[config.mk]
export PLATFORM = sky130hd
export DESIGN_NAME = fc_argmax_flat
export DESIGN_NICKNAME = d
export VERILOG_FILES = /design/src/rtl/fc_argmax_if.sv /design/src/rtl/fc_argmax.sv /design/src/flat_wrapper.sv
export SDC_FILE = /design/constraint.sdc
export NUM_CORES = 1
export LEC_CHECK = 0
export CAP_MARGIN = 20
export CORE_AREA = 2 2 80 101
export DETAILED_ROUTE_END_ITERATION = 16
export DIE_AREA = 0 0 82 103
export SYNTH_ARGS = -nofsm -noshare
export SYNTH_HDL_FRONTEND = slang
export SYNTH_SLANG_ARGS = --single-unit
[constraint.sdc]
create_clock -name clk -period 8.1 [get_ports clk]
set_input_delay 1.62 -clock clk [delete_from_list [all_inputs] [get_ports clk]]
set_output_delay 1.62 -clock clk [all_outputs]
set_load 0.02 [all_outputs]
[src/rtl/fc_argmax_if.sv]
// Result/SRAM bundle between the argmax back-end (slave) and the host/SRAM side (master).
interface fc_argmax_if #(
    parameter int DATA_WIDTH     = 8,
    parameter int BYTES_PER_WORD = 4,
    parameter int ADDR_WIDTH     = 2
);
    logic                                 fc2_done;
    logic [ADDR_WIDTH-1:0]                sram_raddr_f;
    logic [BYTES_PER_WORD*DATA_WIDTH-1:0] sram_rdata_f;
    logic                                 busy;
    logic                                 class_valid;
    logic                                 class_ready;
    logic [3:0]                           class_id;
    logic [DATA_WIDTH-1:0]                class_score;

    modport slave (
        input  fc2_done, sram_rdata_f, class_ready,
        output sram_raddr_f, busy, class_valid, class_id, class_score
    );

    modport master (
        output fc2_done, sram_rdata_f, class_ready,
        input  sram_raddr_f, busy, class_valid, class_id, class_score
    );
endinterface

[src/rtl/fc_argmax.sv]
// Scans the FC2 class scores in SRAM f after fc2_done and returns the index/value of the
// highest signed score (lowest index on ties) through a valid/ready result port.
module fc_argmax #(
    parameter int CLASS_NUM      = 10,
    parameter int DATA_WIDTH     = 8,
    parameter int BYTES_PER_WORD = 4,
    parameter int ADDR_WIDTH     = 2
) (
    input  logic        clk,
    input  logic        srstn,
    fc_argmax_if.slave  bus
);
    localparam int NW = (CLASS_NUM + BYTES_PER_WORD - 1) / BYTES_PER_WORD;
    localparam logic [ADDR_WIDTH-1:0] LAST = ADDR_WIDTH'(NW - 1);
    localparam logic [DATA_WIDTH-1:0] MOST_NEG = {1'b1, {(DATA_WIDTH-1){1'b0}}};

    if (CLASS_NUM < 1 || CLASS_NUM > 16) begin : g_bad_class_num
        $error("fc_argmax: CLASS_NUM must be 1..16");
    end
    if (NW > (1 << ADDR_WIDTH)) begin : g_bad_addr_width
        $error("fc_argmax: ADDR_WIDTH too small for CLASS_NUM");
    end

    typedef enum logic [1:0] {IDLE, SCAN, DONE} state_t;

    state_t                        r_state, w_next;
    logic [ADDR_WIDTH-1:0]         r_raddr, r_rd_addr;
    logic                          r_rd_vld, r_iss_done;
    logic                          r_busy, r_valid;
    logic [3:0]                    r_id, r_idx;
    logic signed [DATA_WIDTH-1:0]  r_score, r_max;

    logic                          w_start, w_hs, w_issue, w_finish;
    logic signed [DATA_WIDTH-1:0]  w_best, w_lane;
    logic [3:0]                    w_best_id;

    // State register
    always_ff @(posedge clk or negedge srstn) begin
        if (!srstn) r_state <= IDLE;
        else        r_state <= w_next;
    end

    // Next-state logic
    always_comb begin
        w_next = r_state;
        case (r_state)
            IDLE:    if (bus.fc2_done) w_next = SCAN;
            SCAN:    if (w_finish)     w_next = DONE;
            DONE:    if (w_hs)         w_next = bus.fc2_done ? SCAN : IDLE;
            default: w_next = IDLE;
        endcase
    end

    // Control strobes decoded from the current state
    always_comb begin
        w_hs     = (r_state == DONE) && r_valid && bus.class_ready;
        w_start  = ((r_state == IDLE) || w_hs) && bus.fc2_done;
        w_issue  = (r_state == SCAN) && !r_iss_done;
        w_finish = (r_state == SCAN) && r_rd_vld && (r_rd_addr == LAST);
    end

    // Lanes are taken in ascending class order and only a strictly greater score
    // replaces the running max, so ties keep the lowest index.
    always_comb begin
        w_best    = r_max;
        w_best_id = r_idx;
        w_lane    = '0;
        for (int l = 0; l < BYTES_PER_WORD; l++) begin
            w_lane = signed'(bus.sram_rdata_f[DATA_WIDTH*(BYTES_PER_WORD-1-l) +: DATA_WIDTH]);
            if ((int'(r_rd_addr) * BYTES_PER_WORD + l) < CLASS_NUM && w_lane > w_best) begin
                w_best    = w_lane;
                w_best_id = 4'(int'(r_rd_addr) * BYTES_PER_WORD + l);
            end
        end
    end

    always_ff @(posedge clk or negedge srstn) begin
        if (!srstn) begin
            r_raddr    <= '0;
            r_rd_addr  <= '0;
            r_rd_vld   <= 1'b0;
            r_iss_done <= 1'b0;
            r_busy     <= 1'b0;
            r_valid    <= 1'b0;
            r_id       <= '0;
            r_score    <= '0;
            r_max      <= '0;
            r_idx      <= '0;
        end else if (w_start) begin
            r_busy     <= 1'b1;
            r_valid    <= 1'b0;
            r_raddr    <= '0;
            r_rd_vld   <= 1'b0;
            r_iss_done <= 1'b0;
            r_max      <= MOST_NEG;
            r_idx      <= '0;
        end else begin
            // rd_vld/rd_addr track the address one cycle behind to match SRAM latency
            if (w_issue) begin
                r_rd_vld  <= 1'b1;
                r_rd_addr <= r_raddr;
                if (r_raddr == LAST) r_iss_done <= 1'b1;
                else                 r_raddr    <= r_raddr + 1'b1;
            end else begin
                r_rd_vld <= 1'b0;
            end
            if (r_state == SCAN && r_rd_vld) begin
                r_max <= w_best;
                r_idx <= w_best_id;
            end
            if (w_finish) begin
                r_valid <= 1'b1;
                r_id    <= w_best_id;
                r_score <= w_best;
            end
            if (w_hs) begin
                r_valid <= 1'b0;
                r_busy  <= 1'b0;
            end
        end
    end

    assign bus.sram_raddr_f = r_raddr;
    assign bus.busy         = r_busy;
    assign bus.class_valid  = r_valid;
    assign bus.class_id     = r_id;
    assign bus.class_score  = r_score;
endmodule

[src/flat_wrapper.sv]
// flat-port wrapper written by rule: the top's interface ports become plain ports
module fc_argmax_flat 
#(
    parameter int CLASS_NUM      = 10,
    parameter int DATA_WIDTH     = 8,
    parameter int BYTES_PER_WORD = 4,
    parameter int ADDR_WIDTH     = 2
)
  (clk, srstn, bus_fc2_done, bus_sram_rdata_f, bus_class_ready, bus_sram_raddr_f, bus_busy, bus_class_valid, bus_class_id, bus_class_score);
  fc_argmax_if #(.DATA_WIDTH(DATA_WIDTH), .BYTES_PER_WORD(BYTES_PER_WORD), .ADDR_WIDTH(ADDR_WIDTH)) bus_i ();
  input  logic clk;
  input  logic srstn;
  input wire logic [$bits(bus_i.fc2_done)-1:0] bus_fc2_done;
  input wire logic [$bits(bus_i.sram_rdata_f)-1:0] bus_sram_rdata_f;
  input wire logic [$bits(bus_i.class_ready)-1:0] bus_class_ready;
  output wire logic [$bits(bus_i.sram_raddr_f)-1:0] bus_sram_raddr_f;
  output wire logic [$bits(bus_i.busy)-1:0] bus_busy;
  output wire logic [$bits(bus_i.class_valid)-1:0] bus_class_valid;
  output wire logic [$bits(bus_i.class_id)-1:0] bus_class_id;
  output wire logic [$bits(bus_i.class_score)-1:0] bus_class_score;
  assign bus_i.fc2_done = bus_fc2_done;
  assign bus_i.sram_rdata_f = bus_sram_rdata_f;
  assign bus_i.class_ready = bus_class_ready;
  assign bus_sram_raddr_f = bus_i.sram_raddr_f;
  assign bus_busy = bus_i.busy;
  assign bus_class_valid = bus_i.class_valid;
  assign bus_class_id = bus_i.class_id;
  assign bus_class_score = bus_i.class_score;
  fc_argmax #(.CLASS_NUM(CLASS_NUM), .DATA_WIDTH(DATA_WIDTH), .BYTES_PER_WORD(BYTES_PER_WORD), .ADDR_WIDTH(ADDR_WIDTH)) u_core (.clk(clk), .srstn(srstn), .bus(bus_i));
endmodule
* Word-level counts from Yosys, hierarchy flattened
Index checks and enable logic that the tools add are counted.
Operators by class: eq/ne operators 8, bitwise logic cells 1, reductions and logical operators 23, add/sub/neg operators 4, magnitude comparators 8, multiplexer cells 30
Operators by type and width (number):
- $lt 32x5->1 const B | 3
- $mux 8 | 6
- $gt 8x8->1 | 4
- $mux 4 | 6
- $mux 2 | 6
- $mux 1 | 11
- $add 4x2->5 const B | 2
- $logic_and 1x1->1 | 10
- $reduce_and 2->1 | 4
- $reduce_bool 2->1 | 4
- $eq 2x2->1 const B | 3
- $ne 2x1->1 const B | 3
- $pmux 2 s3 | 1
- $add 4x1->5 const B | 1
- $lt 4x4->1 const B | 1
- $reduce_and 3->1 | 1
- $reduce_bool 3->1 | 1
- $add 2x1->2 const B | 1
- $eq 2x1->1 const B | 1
- $logic_not 2->1 | 1
- $ne 2x2->1 const B | 1
- $logic_not 1->1 | 1
- $logic_or 1x1->1 | 1
- $not 1->1 | 1
Storage, ports and cells: output and inout bits 16, bits in registers 34, logic and storage cells 85

* Depth between registers and ports, before layout
Gate-level depths: netlist of run 1.
depth in word-level cells 14, depth in mapped cells 36

* Least setup slack after synthesis of run 1
OpenSTA, ideal clock, no wires.
path type input to register, start input bus_sram_rdata_f[31], end register u_core.r_idx[2], required time 8032 ps, library setup time 68 ps, buffers on the path 6, cell stages on the path 31, setup slack -248 ps, arrival time 8280 ps, cell sequence ha_1 -> buf_6 -> and2_4 -> a221oi_4 -> and2_4 -> buf_6 -> nand4_1 -> and3_1 -> ha_1 -> or3b_1 -> a211oi_1 -> a311o_1 -> clkbuf_1 -> a21o_1 -> ha_1 -> nor2b_1 -> o2111a_1 -> o311ai_1 -> a21oi_1 -> clkbuf_1 -> clkbuf_1 -> a21oi_1 -> ha_1 -> a21o_1 -> a21oi_1 -> a21oi_1 -> a2111oi_0 -> o32ai_1 -> clkbuf_1 -> o41ai_1 -> a32o_1
Between the ends: longest elaborated chain between the ends 14
RTL lines:
- start: declaration | line flat_wrapper.sv:14 | input wire logic [$bits(bus_i.sram_rdata_f)-1:0] bus_sram_rdata_f;
- $gt 8x8->1 | line fc_argmax.sv:70 | if ((int'(r_rd_addr) * BYTES_PER_WORD + l) < CLASS_NUM && w_lane > w_best) begin
- $logic_and 1x1->1 | line fc_argmax.sv:70
- $mux 8 | line fc_argmax.sv:70
- $gt 8x8->1 | line fc_argmax.sv:70
- $logic_and 1x1->1 | line fc_argmax.sv:70
- $mux 8 | line fc_argmax.sv:70
- $gt 8x8->1 | line fc_argmax.sv:70
- $logic_and 1x1->1 | line fc_argmax.sv:70
- $mux 8 | line fc_argmax.sv:70
- $gt 8x8->1 | line fc_argmax.sv:70
- $logic_and 1x1->1 | line fc_argmax.sv:70
- $mux 4 * | line fc_argmax.sv:70
- $mux 4 * | line fc_argmax.sv:107 | if (r_state == SCAN && r_rd_vld) begin
- $mux 4 * | line fc_argmax.sv:89 | end else if (w_start) begin
- end signal: assignment | line fc_argmax.sv:109 | r_idx <= w_best_id;
- end: declaration | line fc_argmax.sv:30 | logic [3:0] r_id, r_idx;
Every way passes the cells marked *; elsewhere a longest branch is shown, timed or not. The select of a mux whose other input is x is not followed. A chain may end at the register's enable or synchronous reset.

* Worst setup path after layout of run 1
start input bus_sram_rdata_f[27], end register u_core.r_max[0]
Between the ends: longest elaborated chain between the ends 14
RTL lines:
- $gt 8x8->1 | line fc_argmax.sv:70
- $logic_and 1x1->1 | line fc_argmax.sv:70
- $mux 8 * | line fc_argmax.sv:70
- $gt 8x8->1 | line fc_argmax.sv:70
- $logic_and 1x1->1 | line fc_argmax.sv:70
- $mux 8 * | line fc_argmax.sv:70
- $gt 8x8->1 | line fc_argmax.sv:70
- $logic_and 1x1->1 | line fc_argmax.sv:70
- $mux 8 * | line fc_argmax.sv:70
- $gt 8x8->1 | line fc_argmax.sv:70
- $logic_and 1x1->1 | line fc_argmax.sv:70
- $mux 8 * | line fc_argmax.sv:70
- $mux 8 * | line fc_argmax.sv:107
- $mux 8 * | line fc_argmax.sv:89
- end signal: assignment | line fc_argmax.sv:108 | r_max <= w_best;
- end: declaration | line fc_argmax.sv:31 | logic signed [DATA_WIDTH-1:0] r_score, r_max;
Marks and branches as above.

==> metrics.txt, run 1 <==
IO Pins=52; CTS root buffer=clkbuf_8; layout cells sized above 1=0.347; Hold Path Class=flip-flop to flip-flop; starting density of the core=0.385; Slew Limit Fails=0; Primary FF master, synth=dfrtp_1; placed cells=542; simple-gate share of the synthesized area=0.208; design area=4660 um^2; CTS Hold Bufs=0; Reg2Reg Setup Slack=0.98 ns; Crit. End Element=flip-flop; reg2reg path depth=33; dpl cell area=4040 um^2; Die ar.=8450 um^2; max incr delay on CP=0.41 ns; Max Clk Rate=126 MHz; worst-path fanout max=5; Synth Area in Adders=0.142; most common cell after layout, fill and taps aside=buf_4; Crit Path Category=primary input to flip-flop; Synth Cell Area=2910 um^2; # DRC=0; RePlAce Congestion=0.970; commonest cells after routing, fill and taps aside=buf_4 (83), clkdlybuf4s50_1 (43), nand2_1 (34), dfrtp_1 (34), ha_1 (21); CP required=8.30 ns; Synth Area in Compound Gates=0.286; pre-CTS WS=-0.653 ns; CP delay by family, top=compound AO/OA/AOI/OAI gates; multiplexer area fraction after synthesis=0.0198; worst reg2reg path endpoint=u_core.r_max[0]$_DFFE_PN0P_; Syn Nets=406; WL/cell=18.3 um; YS warnings=0; critical path's slowest cell=a221oi_4; Die Y-Extent=103 um; Buf+Inv Stages, Crit Path=6; Detail Route Antenna Nets=0; register area share after synthesis=0.292; Syn Inst Count=337; setup ws final=0.165 ns; vias per cell=5.75; largest net degree at the start of global routing=35; initial antenna violation count=0; hold endpoint=u_core.bus.class_id[3]$_DFFE_PN0P_; clk slew on worst S/H paths=0.07 ns; Vias=3278; Worst-Skew Late Latency=0.29 ns; Post-Synth XOR/XNOR Area=0.00301; clock tree buffer depth=2; first-pass GRT wire length=15600 um; total routed wirelength=10500 um; Slew HR=0.533; initial DRC count=265; number of port buffers=51; Sink Count=34; status=finished clean; Yosys reg bits=34; max cap viols=0; Area Growth Syn to Fin=59.9%; # setup viols final=0; Final HPWL DP=7830 um; Most common cell on crit path=a21oi_2; Synth cell types=58; setup TNS=0 ns; CTS tree=yes; GRT Residual Overflow=0; TritonRoute pass-1 iters=4; syn_area_per_cell=8.65 um^2; largest family of logic cells by synthesized area=compound AO/OA/AOI/OAI gates; Final min period=7.94 ns; fill cell count=675; worst slew pin tran=0.701 ns; Placeable Area=7570 um^2; Diodes inserted=0; period utilisation layout=0.980; Non-Filler Instances=570; Hold Crit Start=u_core.bus.class_id[3]$_DFFE_PN0P_; worst hold path depth=2; CP Depth=33; reg2reg start=u_core.r_max[7]$_DFFE_PN0P_; Inserted Clock Buffers=5; Clock Skew=0.00352 ns; async set-reset flop share out of synthesis=1.00; critical path launch point type=primary input; Final nets=543; vias in the first global route=3190; Die Wd=82 um; H-tree Lvls=2; Crit path arrival time=8.13 ns; EDFF count, synth=0; gr usage total=0.245; Rows=36; Final Hold Viols=0
[repair_timing]
| item | in CTS | in global routing |
|---|---|---|
| gates resized for setup | 14 | 78 |
| endpoints found under the hold margin | 0 | 0 |
| buffers inserted | 4 | 12 |
| pin swaps | 15 | 36 |
| gates cloned | 1 | 3 |
| setup endpoints to repair | 13 | 13 |
[synth_stat cells, types with 2 or more instances]
master	count	area, um^2
a211oi_1	7	52.6
a21o_1	11	82.6
a21oi_1	17	85.1
a222oi_1	7	70.1
a2bb2oi_1	2	17.5
a311oi_1	6	52.6
a31oi_1	8	50.1
a32o_1	3	30.0
a41oi_1	7	61.3
and2_1	8	50.1
and2_4	2	17.5
and3_1	9	56.3
buf_6	2	22.5
clkbuf_1	12	45.0
dfrtp_1	34	851
ha_1	33	413
inv_1	17	63.8
mux2_2	3	33.8
nand2_1	34	128
nand2b_1	2	12.5
nand3_1	6	30.0
nand4_1	6	37.5
nor2_1	22	82.6
nor2b_1	7	43.8
nor3_1	14	70.1
o21ai_0	8	40.0
o21ai_1	17	85.1
o21bai_1	2	15.0
o311ai_1	2	17.5
[cell type report]
type,instances,area [um^2],share of cell area
Tap cell,95,119,0.0255
Timing Repair Buffer,144,1230,0.265
Inverter,18,67.6,0.0145
Clock buffer,8,110,0.0236
Sequential cell,34,851,0.183
Multi-Input combinational cell,271,2280,0.489
[logic make-up (layout without fill, tap and decap cells)]
logic type / after synthesis / in the layout
and+or+nand+nor: 118 / 119
AOI/OAI and AO/OA: 112 / 113
DFF: 34 / 34
buffers and inverters: 34 / 170
adders and majority gates: 33 / 33
muxes: 5 / 5
xor gates and xnor gates: 1 / 1
[worst min-delay path, cell delays in order, from the launching register on]
cell	delay, ns
dfrtp_1	0.35
nand2_1	0.05
nand2_1	0.05
[per-layer routing]
metal,track usage,share of wire,up-vias
li1,-,-,1578
met1,0.281,0.39,1562
met2,0.444,0.52,99
met3,0.0228,0.036,39
met4,0.128,0.055,0
met5,0,0,-
[worst max-delay path by stage]
stage                         start                           to  slack, ns
5_1_grt        bus_sram_rdata_f[27]  u_core.r_idx[3]$_DFFE_PN0P_      -0.06
2_1_floorplan  bus_sram_rdata_f[27]  u_core.r_idx[2]$_DFFE_PN0P_       0.03
3_5_place_dp   bus_sram_rdata_f[30]  u_core.r_idx[2]$_DFFE_PN0P_      -0.65
6_report       bus_sram_rdata_f[27]  u_core.r_max[0]$_DFFE_PN0P_       0.16
3_3_place_gp   bus_sram_rdata_f[30]  u_core.r_idx[2]$_DFFE_PN0P_      -0.51
4_1_cts        bus_sram_rdata_f[28]  u_core.r_idx[2]$_DFFE_PN0P_       0.01
[state kept, by name, summed over array words and instances (netlist names)]
name / count
u_core.bus.busy: 1
u_core.bus.class_id: 4
u_core.bus.class_score: 8
u_core.bus.class_valid: 1
u_core.bus.sram_raddr_f: 2
u_core.r_idx: 4
u_core.r_iss_done: 1
u_core.r_max: 8
u_core.r_rd_addr: 2
u_core.r_rd_vld: 1
u_core.r_state: 2
[through the flow]
step	hold slack (ns)	utilization
3_5_place_dp	0.460	0.534
2_1_floorplan	0.456	-
6_report	0.480	0.616
4_1_cts	0.480	0.563
3_3_place_gp	0.458	0.534
5_1_grt	0.502	0.616
Power of run 1 is not shown: default switching activity piles up to over one toggle a cycle in this logic, so the estimate is an artifact.
==> inputs of run 2 (changes only) <==
--- a/config.mk
+++ b/config.mk
@@ -9,6 +9,8 @@
 export CORE_AREA = 2 2 80 101
 export DETAILED_ROUTE_END_ITERATION = 16
 export DIE_AREA = 0 0 82 103
+export DONT_BUFFER_PORTS = 1
+export SLEW_MARGIN = 15
 export SYNTH_ARGS = -nofsm -noshare
 export SYNTH_HDL_FRONTEND = slang
 export SYNTH_SLANG_ARGS = --single-unit
==> metrics.txt, run 2 (same netlist as run 1, synthesis figures left out) <==
Die ar.=8450 um^2 (unchanged); # setup viols final=0 (unchanged); initial DRC count=162 (-39%); Placeable Area=7570 um^2 (unchanged); reg2reg path depth=31 (-6.1%); Hold Crit Start=u_core.r_idx[2]$_DFFE_PN0P_; GRT Residual Overflow=0 (unchanged); vias per cell=6.02 (+4.7%); Crit. End Element=flip-flop; Detail Route Antenna Nets=0 (unchanged); Area Growth Syn to Fin=20.5%; Max Clk Rate=127 MHz (+0.63%); CTS Hold Bufs=0 (unchanged); worst slew pin tran=0.627 ns (-0.0733 ns); most common cell after layout, fill and taps aside=buf_4; IO Pins=52 (unchanged); Crit path arrival time=8.06 ns (-0.07 ns); initial antenna violation count=0 (unchanged); gr usage total=0.211 (-0.0343); hold endpoint=u_core.r_idx[2]$_DFFE_PN0P_; TritonRoute pass-1 iters=4 (unchanged); Final min period=7.89 ns (-0.0493 ns); RePlAce Congestion=0.909 (-6.3%); CTS tree=yes; largest net degree at the start of global routing=35 (unchanged); Final Hold Viols=0 (unchanged); CTS root buffer=clkbuf_8; first-pass GRT wire length=13500 um (-14%); Clock Skew=0.00628 ns (+0.00276 ns); # DRC=0 (unchanged); Final nets=443 (-18%); Hold Path Class=flip-flop to flip-flop; WL/cell=19.2 um (+4.7%); Worst-Skew Late Latency=0.29 ns (about the same); Rows=36 (unchanged); final core utilization=0.464 (-0.152); commonest cells after routing, fill and taps aside=buf_4 (44), nand2_1 (34), dfrtp_1 (34); Reg2Reg Setup Slack=1.03 ns (+0.05 ns); Slew HR=0.582 (+0.0488); H-tree Lvls=2 (unchanged); Slew Limit Fails=0 (unchanged); reg2reg start=u_core.r_max[7]$_DFFE_PN0P_; critical path's slowest cell=a222oi_1; starting density of the core=0.385 (unchanged); Crit Path Category=primary input to flip-flop; Die Y-Extent=103 um (unchanged); Fin Hold WS=0.493 ns (+0.0125 ns); total routed wirelength=8990 um (-14%); critical path launch point type=primary input; max incr delay on CP=0.40 ns (about the same); vias in the first global route=2747 (-14%); clock tree buffer depth=2 (unchanged); period utilisation layout=0.974 (-0.00609); worst-path fanout max=9 (+4); status=finished clean; worst hold path depth=1 (-1); Inserted Clock Buffers=5 (unchanged); layout cells sized above 1=0.214 (-0.133); max cap viols=0 (unchanged); worst reg2reg path endpoint=u_core.r_idx[2]$_DFFE_PN0P_; Die Wd=82 um (unchanged); Final HPWL DP=7110 um (-9.2%); number of port buffers=0 (-100%); CP required=8.27 ns (-0.03 ns); clk slew on worst S/H paths=0.06 ns (about the same); Vias=2819 (-14%); Diodes inserted=0 (unchanged); Sink Count=34 (unchanged)
[run 2: changes by cell type in the layout (fill, tap and decap cells not counted), sizes merged]
cell,before,now
o21a,2,1
clkdlybuf4s50,43,0
buf,96,45
clkbuf,11,6
dlymetal6s2s,2,0
[run 2: metal layers]
| layer | part of all wire | track usage | vias to the layer above |
|---|---|---|---|
| li1 | - | - | 1359 |
| met1 | 0.38 | 0.238 | 1346 |
| met2 | 0.53 | 0.388 | 97 |
| met3 | 0.067 | 0.0385 | 17 |
| met4 | 0.027 | 0.0769 | 0 |
| met5 | 0 | 0 | - |
[run 2: final cells by class]
class / instances / area (um^2)
clock buffer: 6 / 82.6
fill: 746 / 4060
inverter: 18 / 67.6
multi-input combinational: 270 / 2050
sequential: 34 / 851
tap: 95 / 119
timing repair buffer: 45 / 342
[run 2: through the flow]
step	cells	setup WS, ns	setup TNS (ns)	area, um^2
4_1_cts	458	0.0950	0	3320
6_report	468	0.214	0	3510
3_3_place_gp	452	-0.0705	-0.122	3240
3_5_place_dp	452	-0.169	-0.734	3240
2_1_floorplan	337	0.0323	0	2930
5_1_grt	468	-0.126	-0.578	3510
[run 2: critical path, delay by kind of cell]
kind | cells | cell delay [ns]
buf+inv | 3 | 0.39
fa+ha+maj | 4 | 1.04
simple gates | 9 | 1.94
compound gates | 14 | 3.11
[run 2: worst max path at each step]
stage	startpoint	endpoint	slack (ns)	cells past startpoint
CTS	bus_sram_rdata_f[31]	u_core.r_idx[2]$_DFFE_PN0P_	0.09	30
floorplan	bus_sram_rdata_f[27]	u_core.r_idx[2]$_DFFE_PN0P_	0.03	30
detailed placement	bus_sram_rdata_f[31]	u_core.r_idx[2]$_DFFE_PN0P_	-0.17	30
finish	bus_sram_rdata_f[30]	u_core.r_idx[2]$_DFFE_PN0P_	0.21	30
global route	bus_sram_rdata_f[30]	u_core.r_idx[2]$_DFFE_PN0P_	-0.13	30
global placement	bus_sram_rdata_f[31]	u_core.r_idx[2]$_DFFE_PN0P_	-0.07	30
[run 2: repair_timing]
action	in CTS	in global routing
endpoints found under the hold margin	0	0
buffers inserted	0	9
endpoints found under the setup margin	0	13
gates resized for setup	0	18
Power of run 2 is left out for the same reason.
==> inputs of run 3 (changes only) <==
--- a/config.mk
+++ b/config.mk
@@ -10,6 +10,7 @@
 export DETAILED_ROUTE_END_ITERATION = 16
 export DIE_AREA = 0 0 82 103
 export DONT_BUFFER_PORTS = 1
+export SETUP_SLACK_MARGIN = 0.2
 export SLEW_MARGIN = 15
 export SYNTH_ARGS = -nofsm -noshare
 export SYNTH_HDL_FRONTEND = slang
==> constraint.sdc (replaced) <==
create_clock -name clk -period 6.43 [get_ports clk]
set_input_delay 1.286 -clock clk [delete_from_list [all_inputs] [get_ports clk]]
set_output_delay 1.286 -clock clk [all_outputs]
set_load 0.02 [all_outputs]
==> metrics.txt, run 3 (same netlist as run 1, synthesis figures left out) <==
Crit Path Category=primary input to flip-flop; vias per cell=5.89 (-2.2%); Final nets=495 (+12%); Slew HR=0.512 (-0.0694); commonest cells after routing, fill and taps aside=buf_4 (90), dfrtp_1 (34), nand2_1 (33); CTS Hold Bufs=0 (unchanged); Final Hold Viols=0 (unchanged); placed cells=495 (+9.5%); Detail Route Antenna Nets=0 (unchanged); Final min period=7.28 ns; Inserted Clock Buffers=5 (unchanged); number of port buffers=0 (unchanged); most common cell after layout, fill and taps aside=buf_4; setup ws final=-0.845 ns (-1.06 ns); IO Pins=52 (unchanged); Most common cell on crit path=ha_4; vias in the first global route=3015 (+9.8%); Die Wd=82 um (unchanged); Vias=3074 (+9.0%); Worst-Skew Late Latency=0.29 ns (about the same); Hold Path Class=flip-flop to flip-flop; worst slew pin tran=0.731 ns (+0.104 ns); Sink Count=34 (unchanged); # setup viols final=13 (+13); max incr delay on CP=0.41 ns (about the same); H-tree Lvls=2 (unchanged); max cap viols=0 (unchanged); violated checks=setup timing; WL/cell=20.0 um (+4.1%); Crit. End Element=flip-flop; reg2reg path depth=33 (+6.5%); total routed wirelength=10400 um (+16%); critical path launch point type=primary input; clock tree buffer depth=2 (unchanged); CTS tree=yes; Rows=36 (unchanged); Crit path arrival time=7.45 ns (-0.61 ns); largest net degree at the start of global routing=35 (unchanged); Fin Hold WS=0.502 ns (+0.00986 ns); Slew Limit Fails=0 (unchanged); Area Growth Syn to Fin=47.2%; Clock Skew=0.00502 ns (-0.00126 ns); design area=4290 um^2 (+22%); layout cells sized above 1=0.415 (+0.200); # DRC=0 (unchanged); dpl cell area=3680 um^2 (+14%); CTS root buffer=clkbuf_8; RSZ-0062 raised after global routing=yes; clk slew on worst S/H paths=0.06 ns (about the same); worst hold path depth=1 (unchanged); GRT Residual Overflow=0 (unchanged); critical path's slowest cell=or3_4; initial DRC count=192 (+19%); Placeable Area=7570 um^2 (unchanged); Non-Filler Instances=522 (+12%); Final HPWL DP=8100 um (+14%); starting density of the core=0.385 (unchanged); CP required=6.61 ns (-1.66 ns); Die ar.=8450 um^2 (unchanged); RePlAce Congestion=0.942 (+3.7%); Multi-input gate area=2400 um^2 (+17%); status=complete, but fails checks; initial antenna violation count=0 (unchanged); TritonRoute pass-1 iters=6 (+2); first-pass GRT wire length=15400 um (+14%); final core utilization=0.567 (+0.103); Die Y-Extent=103 um (unchanged); Diodes inserted=0 (unchanged); gr usage total=0.247 (+0.0358); register area=851 um^2 (unchanged); period utilisation layout=1.13; Max Clk Rate=137 MHz; worst-path fanout max=8 (-1); fill cell count=672 (-9.9%)
==> run 3: cell types whose count changed in the layout (fill, tap and decap cells not counted), sizes merged <==
cell / delta
buf: +52
clkbuf: +1
clkinv: +1
==> run 3: final timing paths <==
check,to,from,slack (ns)
hold / removal,u_core.r_idx[2]$_DFFE_PN0P_,u_core.r_idx[2]$_DFFE_PN0P_,0.50
max in group asynchronous,u_core.r_max[4]$_DFFE_PN0P_,srstn,5.67
setup / recovery,u_core.r_idx[2]$_DFFE_PN0P_,bus_sram_rdata_f[31],-0.85
setup reg to reg,u_core.r_idx[2]$_DFFE_PN0P_,u_core.r_max[7]$_DFFE_PN0P_,-0.41
min in group asynchronous,u_core.bus.busy$_DFFE_PN0N_,srstn,0.69
hold reg to reg,u_core.r_idx[2]$_DFFE_PN0P_,u_core.r_idx[2]$_DFFE_PN0P_,0.50
==> run 3: layer usage <==
metal | vias up | track usage | wire, um
li1 | 1467 | - | -
met1 | 1476 | 0.273 | 3870
met2 | 100 | 0.453 | 5470
met3 | 31 | 0.0350 | 545
met4 | 0 | 0.121 | 549
met5 | - | 0 | 0
==> run 3: timing repair <==
action | in CTS | in global routing
pin swaps | 15 | 13
setup endpoints to repair | 13 | 14
gates resized for setup | 38 | 30
buffers inserted | 12 | 6
gates cloned | 1 | 0
==> run 3: final cells by class <==
class,count,area share
Clock buffer,7,0.0201
Sequential cell,34,0.198
Clock inverter,1,0.00117
Inverter,18,0.0158
Multi-Input combinational cell,270,0.559
Tap cell,95,0.0277
Timing Repair Buffer,97,0.178
==> run 3: metrics by stage <==
step                setup slack, ns  TNS [ns]
finish                       -0.845     -9.80
global route                  -1.11    -13.37
CTS                          -0.777     -8.28
detailed placement            -1.37    -16.28
global placement              -1.20    -14.02
floorplan                     -1.08    -11.72
==> run 3: worst max-delay path, delay by kind of cell <==
| family | cells | cell delay, ns |
|---|---|---|
| AOI/OAI and AO/OA | 17 | 3.42 |
| adders and majority gates | 4 | 0.69 |
| buffers and inverters | 4 | 0.64 |
| and+or+nand+nor | 7 | 1.42 |
Power of run 3 is left out for the same reason.
